$ cat config.mk
export PLATFORM = sky130hd
export DESIGN_NAME = q57_priority_grant_decoder
export DESIGN_NICKNAME = d
export VERILOG_FILES = /design/src/rtl/q57_grant_pkg.sv /design/src/rtl/q57_decoder_2to4.sv /design/src/rtl/q57_priority_grant_decoder.sv
export SDC_FILE = /design/constraint.sdc
export NUM_CORES = 1
export LEC_CHECK = 0
export ABC_AREA = 1
export ABC_CLOCK_PERIOD_IN_PS = 2310
export BUFFER_PORTS_ARGS = -buffer_cell sky130_fd_sc_hd__clkbuf_2
export CAP_MARGIN = 20
export CORE_MARGIN = 2
export CORE_UTILIZATION = 58
export CTS_BUF_LIST = sky130_fd_sc_hd__clkbuf_16
export DETAILED_ROUTE_END_ITERATION = 8
export PLACE_DENSITY = 0.78
export SLEW_MARGIN = 20
export SYNTH_ARGS = -nofsm -noshare
export SYNTH_HDL_FRONTEND = slang
export SYNTH_SLANG_ARGS = --single-unit
$ cat constraint.sdc
create_clock -name clk -period 2.31 [get_ports clk]
set_clock_uncertainty 0.15 [all_clocks]
set_input_delay 0.462 -clock clk [delete_from_list [all_inputs] [get_ports clk]]
set_output_delay 0.462 -clock clk [all_outputs]
set_load 0.02 [all_outputs]
$ cat src/rtl/q57_grant_pkg.sv
// Shared types and helpers for the q57 priority grant decoder.
package q57_grant_pkg;

   typedef enum logic [1:0] {
      IDLE    = 2'd0,
      GRANT   = 2'd1,
      RELEASE = 2'd2
   } state_t;

   localparam int N_REQ  = 4;
   localparam int CODE_W = 2;

   // One-hot expansion of a 2-bit requester index.
   function automatic logic [N_REQ-1:0] onehot4(input logic [CODE_W-1:0] code);
      onehot4 = 4'b0001 << code;
   endfunction

endpackage

$ cat src/rtl/q57_decoder_2to4.sv
// Combinational 2-to-4 decoder with enable; en=0 yields an all-zero output.
module q57_decoder_2to4
   import q57_grant_pkg::*;
(
   input  logic              en,
   input  logic [CODE_W-1:0] sel,
   output logic [N_REQ-1:0]  dec
);

   assign dec = en ? onehot4(sel) : '0;

endmodule

$ cat src/rtl/q57_priority_grant_decoder.sv
// Consumer of the 4-bit priority encoder interface: turns {code, v} into a
// registered one-hot grant, holds it until the owner acks or a hold timeout
// fires, and counts issued grants (saturating).
// Optional macro Q57_GRANT_LOG_EN adds last_code/last_valid completion log.
module q57_priority_grant_decoder
   import q57_grant_pkg::*;
#(
   parameter int HOLD_MAX = 15,
   parameter int CNT_W    = 8
)
(
   input  logic              clk,
   input  logic              rst_n,
   input  logic [CODE_W-1:0] code,
   input  logic              v,
   input  logic [N_REQ-1:0]  ack,
   output logic [N_REQ-1:0]  gnt,
   output logic              busy,
   output logic              timeout,
   output logic [CNT_W-1:0]  grant_cnt
`ifdef Q57_GRANT_LOG_EN
   ,
   output logic [CODE_W-1:0] last_code,
   output logic              last_valid
`endif
);

   // Timer value at which an un-acked grant has been visible HOLD_MAX cycles.
   localparam logic [7:0] HOLD_LAST = 8'(HOLD_MAX - 1);

   state_t              state;
   state_t              state_next;
   logic [CODE_W-1:0]   code_q;
   logic [CODE_W-1:0]   code_next;
   logic [7:0]          timer;
   logic [7:0]          timer_next;
   logic [N_REQ-1:0]    gnt_next;
   logic                timeout_next;
   logic                cnt_inc;
   logic [N_REQ-1:0]    dec_gnt;
   logic                ack_hit;
   logic                expired;

   // Only the acknowledge of the current owner is honoured.
   assign ack_hit = ack[code_q];
   assign expired = (timer == HOLD_LAST);
   assign busy    = (state != IDLE);

   q57_decoder_2to4 u_dec (
      .en  (state == IDLE && v),
      .sel (code),
      .dec (dec_gnt)
   );

   // Next-state, grant, timer and timeout decisions.
   always_comb begin
      state_next   = state;
      code_next    = code_q;
      timer_next   = timer;
      gnt_next     = gnt;
      timeout_next = 1'b0;
      cnt_inc      = 1'b0;
      unique case (state)
         IDLE: begin
            gnt_next = dec_gnt;
            if (v) begin
               code_next  = code;
               timer_next = '0;
               cnt_inc    = 1'b1;
               state_next = GRANT;
            end
         end
         GRANT: begin
            // Ack takes precedence over a coincident expiry.
            if (ack_hit) begin
               gnt_next   = '0;
               state_next = RELEASE;
            end else if (expired) begin
               gnt_next     = '0;
               timeout_next = 1'b1;
               state_next   = RELEASE;
            end else begin
               timer_next = timer + 8'd1;
            end
         end
         RELEASE: begin
            gnt_next = '0;
            if (!ack_hit) begin
               state_next = IDLE;
            end
         end
         default: begin
            gnt_next   = '0;
            state_next = IDLE;
         end
      endcase
   end

   // State, owner, timer and registered outputs.
   always_ff @(posedge clk or negedge rst_n) begin
      if (!rst_n) begin
         state     <= IDLE;
         code_q    <= '0;
         timer     <= '0;
         gnt       <= '0;
         timeout   <= 1'b0;
         grant_cnt <= '0;
      end else begin
         state   <= state_next;
         code_q  <= code_next;
         timer   <= timer_next;
         gnt     <= gnt_next;
         timeout <= timeout_next;
         if (cnt_inc && (grant_cnt != {CNT_W{1'b1}})) begin
            grant_cnt <= grant_cnt + 1'b1;
         end
      end
   end

`ifdef Q57_GRANT_LOG_EN
   // Record owner and outcome of every completed grant (ack=1, timeout=0).
   always_ff @(posedge clk or negedge rst_n) begin
      if (!rst_n) begin
         last_code  <= '0;
         last_valid <= 1'b0;
      end else if (state == GRANT) begin
         if (ack_hit) begin
            last_code  <= code_q;
            last_valid <= 1'b1;
         end else if (expired) begin
            last_code  <= code_q;
            last_valid <= 1'b0;
         end
      end
   end
`else
   // Completion log not built.
`endif

endmodule

* After elaboration in Yosys (flattened, before gate mapping)
Cells that the tools add are included.
Cells by class: add/sub/neg operators 2, order comparisons 1, equality and inequality tests 9, shift operators 1, muxes and demuxes 20, reductions and logical operators 8
Operators with widths (count):
- two-way mux 8 bit | 3
- adder 8 x 1 -> 8 bit, second input constant | 2
- one-hot mux 8 bit (2 select lines) | 1
- two-way mux 4 bit | 3
- == test 8 x 4 -> 1 bit, second input constant | 1
- two-way mux 2 bit | 4
- != test 2 bit, second input constant | 4
- != test 8 bit, second input constant | 1
- one-hot mux 4 bit (2 select lines) | 1
- two-way mux 1 bit | 6
- one-hot mux 2 bit (3 select lines) | 1
- AND reduction 4 bit | 1
- nonzero test 2 bit | 2
- << shifter 1 x 2 -> 4 bit, first input constant | 1
- less-than comparator 2 x 3 -> 1 bit, second input constant | 1
- != test 3 bit, second input constant | 1
- AND reduction 3 bit | 1
- binary-select mux 1 bit (select 2 bit) | 1
- == test 2 x 1 -> 1 bit, second input constant | 1
- == test 2 bit, second input constant | 1
- logical AND 1 bit | 2
- logical NOT 2 bit | 1
- AND reduction 2 bit | 1
Storage, ports and cells: bits in registers 25, logic and storage cells 47

* Depth between registers and ports, before layout
Gate-level depths: netlist of run 1.
depth in word-level cells 4, mapped depth 8

* Cells and area by module
From an unflattened synthesis of run 1, not the netlist that was laid out.
Second synthesis, totals: cell total of the unflattened synthesis 195, area total of the unflattened synthesis 1455.1 µm²
Modules (own cells, without submodules):
- q57_priority_grant_decoder | instances 1, cells each 187, area each 1425.1 µm²
- q57_decoder_2to4 | instances 1, cells each 8, area each 30.0 µm²

* Worst setup path after synthesis of run 1
Ideal clock, no wire load.
path kind register to register, from register grant_cnt[1], to register grant_cnt[2], setup time 0.123 ns, arrival 1.254 ns, required time 2.037 ns, path slack 0.783 ns, cell stages (with the launch flop) 9, buffers on the path 0, clock period less this slack 1.527 ns, cell sequence dfrtp_1 ha_1 inv_1 nor2_1 nand2_1 nand2_2 inv_2 nand3_1 nand2_1
On the way: longest elaborated chain between the ends 2
RTL lines:
- start, declared | line q57_priority_grant_decoder.sv:20 | output logic [CNT_W-1:0] grant_cnt
- start signal, assigned | line q57_priority_grant_decoder.sv:115 | grant_cnt <= grant_cnt + 1'b1;
- parallel branches: the longest is 2 deep, another holds adder 8 x 1 -> 8 bit
Parallel ways; which one is timed is not known. A chain may end at the register's enable or synchronous reset.

* Worst setup path after layout of run 1
from register state[1], to output port busy
On the way: longest elaborated chain between the ends 1
RTL lines:
- start, declared | line q57_priority_grant_decoder.sv:31 | state_t state;
- start signal, assigned | line q57_priority_grant_decoder.sv:109 | state <= state_next;
- nonzero test 2 bit | line q57_priority_grant_decoder.sv:47 | assign busy = (state != IDLE);
- end, declared | line q57_priority_grant_decoder.sv:18 | output logic busy,
Every way passes these cells.

==> impl_metrics.ini, run 1 <==
[route]
drt_iter0_markers = 16
routed_wl_um = 2730
drc = 0
first_pass_iters = 4
route.detailed.wl_per_inst_um = 12.3
antenna_left = 0
routed_via_density = 5.18
vias = 1150

[layout]
antennaDiodeCount = 0
area_growth_pct = 16.7
fillers = 193
instances_no_fill = 222
fin_nets = 207
drive_gt1_share_pct = 21.6

[min_path]
hp-class = primary input to asynchronous set/reset pin

[clocking]
numClockSinks = 25
clock_latency_ns = 0.26
cts.clk_slew.worst_paths_ns = 0.06
cts_resized = 0
cts_made_buffers = 3
cts-root-buf = clkbuf_16
clock_path_buffers = 2
hold_buffers = 0
cts_tree = done
cts_htree_levels = 1
cts_setup_buffers = 0

[floorplan]
dieArea_sq_mm = 0.00273
rows = 17
core_sq_mm = 0.00221
die_y_um = 52.2
ios = 23
start_util_pct = 61.0
die_w_um = 52.2

[sta]
post-route-period-util_pct = 69.5
rsz0062_at_grt = false
final_hold_viol_count = 0
setup_viol = 0
period_minus_slack_ns = 1.61
slew_viol_final = 0
slew_headroom_pct = 60.0
tns_ns = 0
fmax_ghz = 0.623
hold_ws_ns = 0.0501
tightest_slew_ns = 0.600

[place]
dp_hpwl_um = 2060
numPortBuffers = 22
place_inst = 218
gp_congestion = 0.854

[global_routing]
antenna_found_initial = 0
grt_max_degree = 26
grt-ovfl-total = 0
grt_pass1_wl_um = 4800
grt_pass1_vias = 1148
gr-usage-all-layers_pct = 24.0

[setup_path]
crit_family = flip-flops
worst_setup_path_end_kind = primary output
critPathSlowestCell = dfrtp_1
r2r_setup_slack_ns = 0.72
path_buf_inv = 2
cp-start-kind = flip-flop
crit_path_cell_trace = inv_1, nand2_1, clkbuf_2
cp.required_ns = 1.70
slowest_delay_ns = 0.42
cp.arrival_ns = 0.99
critical_path_class = flip-flop to primary output
crit_fanout = 3

[job]
max_cap_violations = 0

[yosys]
syn_area_sq_mm = 0.00135
synth_seq_cells = 25
syn_area_per_cell_sq_um = 8.03
ys_types = 23
syn_inst = 168
synth_fp_nets = 180
ys.warnings.count = 0
yosysSeqAreaShare_pct = 46.4

[power]
ir_drop_v = 0.000793
power_leakage_uw = 0.000839
p_per_area_mw_per_mm2 = 1120

[status]
status = completed
-- cell families (layout without fill, tap and decap cells) --
group                      count (synthesis)  after routing  share of synthesized area [%]
DFF                                       25             25                           46.4
adders and majority gates                  3              3                           2.78
and+or+nand+nor                           98             98                           33.7
buffers and inverters                     20             46                           5.57
AOI/OAI and AO/OA                         14             14                           6.40
xor gates and xnor gates                   8              8                           5.20
-- final timing paths --
check | start | end | depth (start not counted)
setup / recovery | state[1] | busy | 3
hold / removal | rst_n | code_q[0] | 1
setup reg to reg | timer[0] | timer[0] | 8
hold reg to reg | gnt[2] | gnt[2] | 2
max in group asynchronous | rst_n | timer[0] | 1
min in group clk | code[0] | gnt[2] | 2
-- Yosys cell counts --
| master | instances | area share, % |
|---|---|---|
| nor2_4 | 1 | 0.83 |
| nor2_1 | 10 | 2.8 |
| nand2_8 | 1 | 1.5 |
| nor4_1 | 1 | 0.46 |
| xor2_1 | 7 | 4.5 |
| nor2_2 | 1 | 0.46 |
| nor3_1 | 4 | 1.5 |
| o21ai_1 | 7 | 2.6 |
| nand3_1 | 11 | 4.1 |
| nand3_2 | 3 | 2.2 |
| ha_1 | 3 | 2.8 |
| inv_1 | 15 | 4.2 |
| xnor2_1 | 1 | 0.65 |
| o21ai_4 | 1 | 1.2 |
| nand4_1 | 1 | 0.46 |
| inv_2 | 5 | 1.4 |
| and2_4 | 1 | 0.65 |
| o21ai_0 | 4 | 1.5 |
| nand2_4 | 1 | 0.83 |
| dfrtp_1 | 25 | 46 |
| nand2_2 | 2 | 0.93 |
| o21bai_1 | 2 | 1.1 |
| nand2_1 | 61 | 17 |
-- per-stage QoR --
stage | cell area, sq um | setup WS [ns] | util [%] | power, uW
floorplan | 1350 | 0.783 | - | 1190
global placement | 1490 | 0.788 | 67.5 | 1370
finish | 1570 | 0.704 | 71.2 | 1770
CTS | 1570 | 0.712 | 71.2 | 1780
global route | 1570 | 0.597 | 71.2 | 1890
detailed placement | 1490 | 0.742 | 67.5 | 1390
-- flip-flops by register name, summed over array words and instances, names as in the netlist --
register and count:
code_q 2, timeout 1, gnt 4, grant_cnt 8
state 2, timer 8
-- per-layer routing --
| layer | wire length (um) | global-route usage [%] |
|---|---|---|
| met4 | 38 | 7.69 |
| met5 | 0 | 0 |
| met1 | 1170 | 27.4 |
| met3 | 77 | 4.29 |
| met2 | 1440 | 44.7 |
-- placed cells by master, fill, tap and decap left out, types with 2 or more instances in the layout --
cell       instances
o21bai_1           2
nor2_1            10
clkbuf_2          22
ha_1               3
nand2_2            2
nand2_1           61
dfrtp_1           25
xor2_1             7
nand3_2            3
inv_2              5
o21ai_0            4
clkbuf_16          3
nor3_1             4
nand3_1           11
o21ai_1            7
inv_1             15
-- area by class of cell --
| type | instances | area, sq um | area share (%) |
|---|---|---|---|
| Clock buffer | 3 | 75.1 | 4.77 |
| Clock inverter | 1 | 5.00 | 0.318 |
| Inverter | 20 | 75.1 | 4.77 |
| Multi-Input combinational cell | 123 | 648 | 41.2 |
| Sequential cell | 25 | 626 | 39.7 |
| Tap cell | 28 | 35.0 | 2.23 |
| Timing Repair Buffer | 22 | 110 | 7.00 |
-- report_power, final --
part,switching (uW),internal [uW]
clock network,146,233
registers,107,548
logic,502,233
total,754,1010
Power figures use the tool's default switching activity.
==> run 2: changes to the inputs <==
--- a/config.mk
+++ b/config.mk
@@ -6,14 +6,14 @@
 export NUM_CORES = 1
 export LEC_CHECK = 0
 export ABC_AREA = 1
-export ABC_CLOCK_PERIOD_IN_PS = 2310
+export ABC_CLOCK_PERIOD_IN_PS = 1500
 export BUFFER_PORTS_ARGS = -buffer_cell sky130_fd_sc_hd__clkbuf_2
 export CAP_MARGIN = 20
 export CORE_MARGIN = 2
-export CORE_UTILIZATION = 58
+export CORE_UTILIZATION = 54
 export CTS_BUF_LIST = sky130_fd_sc_hd__clkbuf_16
 export DETAILED_ROUTE_END_ITERATION = 8
-export PLACE_DENSITY = 0.78
+export PLACE_DENSITY = 0.73
 export SLEW_MARGIN = 20
 export SYNTH_ARGS = -nofsm -noshare
 export SYNTH_HDL_FRONTEND = slang
==> constraint.sdc (replaced) <==
create_clock -name clk -period 1.5 [get_ports clk]
set_clock_uncertainty 0.15 [all_clocks]
set_input_delay 0.3 -clock clk [delete_from_list [all_inputs] [get_ports clk]]
set_output_delay 0.3 -clock clk [all_outputs]
set_load 0.02 [all_outputs]
==> impl_metrics.ini, run 2 (synthesis results as in run 1) <==
[layout]
largestRegisters = grant_cnt x8, timer x8, gnt x4
fin_nets = 221
fillers = 195
drive_gt1_share_pct = 39.9
area_growth_pct = 33.2
most-common-layout-cells = nand2_1 (50), clkbuf_2 (22), dfrtp_1 (20)
antennaDiodeCount = 0
fin_util_pct = 74.6
final_common_cell = nand2_1

[floorplan]
start_util_pct = 56.0
die_w_um = 54.0
ios = 23
core_sq_mm = 0.00241
die_y_um = 54.0
rows = 18
dieArea_sq_mm = 0.00291

[route]
routed_via_density = 5.17
antenna_left = 0
routed_wl_um = 3190
route.detailed.wl_per_inst_um = 13.4
drc = 0
first_pass_iters = 4
drt_iter0_markers = 20
vias = 1230

[power]
p_per_area_mw_per_mm2 = 1700
power_leakage_uw = 0.000903
ir_drop_v = 0.00133

[sta]
post-route-period-util_pct = 98.9
final_hold_viol_count = 0
rsz0062_at_grt = true
tightest_slew_ns = 0.454
slew_headroom_pct = 69.8
period_minus_slack_ns = 1.48
setup_viol = 0
hold_ws_ns = 0.0983
slew_viol_final = 0
fmax_ghz = 0.674

[status]
status = completed

[global_routing]
grt_pass1_wl_um = 4960
grt-ovfl-total = 0
antenna_found_initial = 0
grt_pass1_vias = 1169
gr-usage-all-layers_pct = 24.0
grt_max_degree = 18

[clocking]
cts_tree = done
clock_latency_ns = 0.26
cts.clk_slew.worst_paths_ns = 0.06
clock_path_buffers = 2
numClockSinks = 25
cts_htree_levels = 1
cts_made_buffers = 3
cts-root-buf = clkbuf_16

[setup_path]
critical_path_class = flip-flop to flip-flop
cp.required_ns = 1.50
slowest_delay_ns = 0.39
crit_family = flip-flops
crit_path_cell_trace = inv_2, ha_4, nand3_4, o21ai_4, buf_6, nor2_4, nand2_1, o21ai_2
worst_setup_path_end_kind = flip-flop
reg2reg_depth = 8
crit_cells = 8
critPathSlowestCell = dfrtp_1
crit_fanout = 5
cp.arrival_ns = 1.48
path_buf_inv = 2
cp-start-kind = flip-flop

[place]
gp_congestion = 0.828
dp_hpwl_um = 2130
numPortBuffers = 22

[min_path]
hold_depth = 2
hp-class = primary input to flip-flop

[job]
max_cap_violations = 0
[run 2: layout make-up]
cell class | instances | area (sq um) | share of cell area, %
Multi-Input combinational cell | 125 | 761 | 42.3
Clock inverter | 1 | 5.00 | 0.279
Inverter | 20 | 80.1 | 4.46
Timing Repair Buffer | 34 | 206 | 11.5
Sequential cell | 25 | 632 | 35.2
Tap cell | 30 | 37.5 | 2.09
Clock buffer | 3 | 75.1 | 4.18
[run 2: layer usage]
layer	wire length, um	part of all wire [%]	up-vias	track usage, %
met5	0	0	-	0
met4	23	0.72	0	8.75
met3	78	2.4	3	3.61
met2	1760	55	23	45.3
met1	1330	42	593	26.8
li1	-	-	611	-
[run 2: power by group]
part	internal, uW	total (uW)	switching, uW
Clock	359	588	229
Sequential	854	1010	158
Combinational	512	1460	944
Total	1720	3060	1330
[run 2: worst paths after layout]
check / start / to / slack (ns)
worst max-delay path: timer[0] / gnt[0] / 0.02
worst min-delay path: code[1] / gnt[1] / 0.1
worst max register to register: timer[0] / gnt[0] / 0.02
worst min register to register: gnt[3] / gnt[3] / 0.35
max in group asynchronous: rst_n / grant_cnt[5] / 0.37
min in group asynchronous: rst_n / code_q[0] / 0.36
[run 2: repair_timing]
action                     CTS  global route
hold endpoints to repair    15             0
hold buffers                 1             0
resized for setup            7            28
buffers inserted             2             3
setup endpoints to repair   12            19
pin swaps                    4            13
cloned                       1             1
[run 2: through the flow]
| stage | std cells | cell area [sq um] | TNS, ns | setup WS, ns | power (uW) |
|---|---|---|---|---|---|
| 2_1_floorplan | 168 | 1350 | 0 | 0.0453 | 1840 |
| 4_1_cts | 234 | 1690 | 0 | 0.000147 | 2880 |
| 5_1_grt | 238 | 1800 | -0.328 | -0.0342 | 3240 |
| 6_report | 238 | 1800 | 0 | 0.0164 | 3060 |
| 3_3_place_gp | 226 | 1540 | -0.00565 | -0.00565 | 2130 |
| 3_5_place_dp | 226 | 1540 | -0.213 | -0.0467 | 2180 |
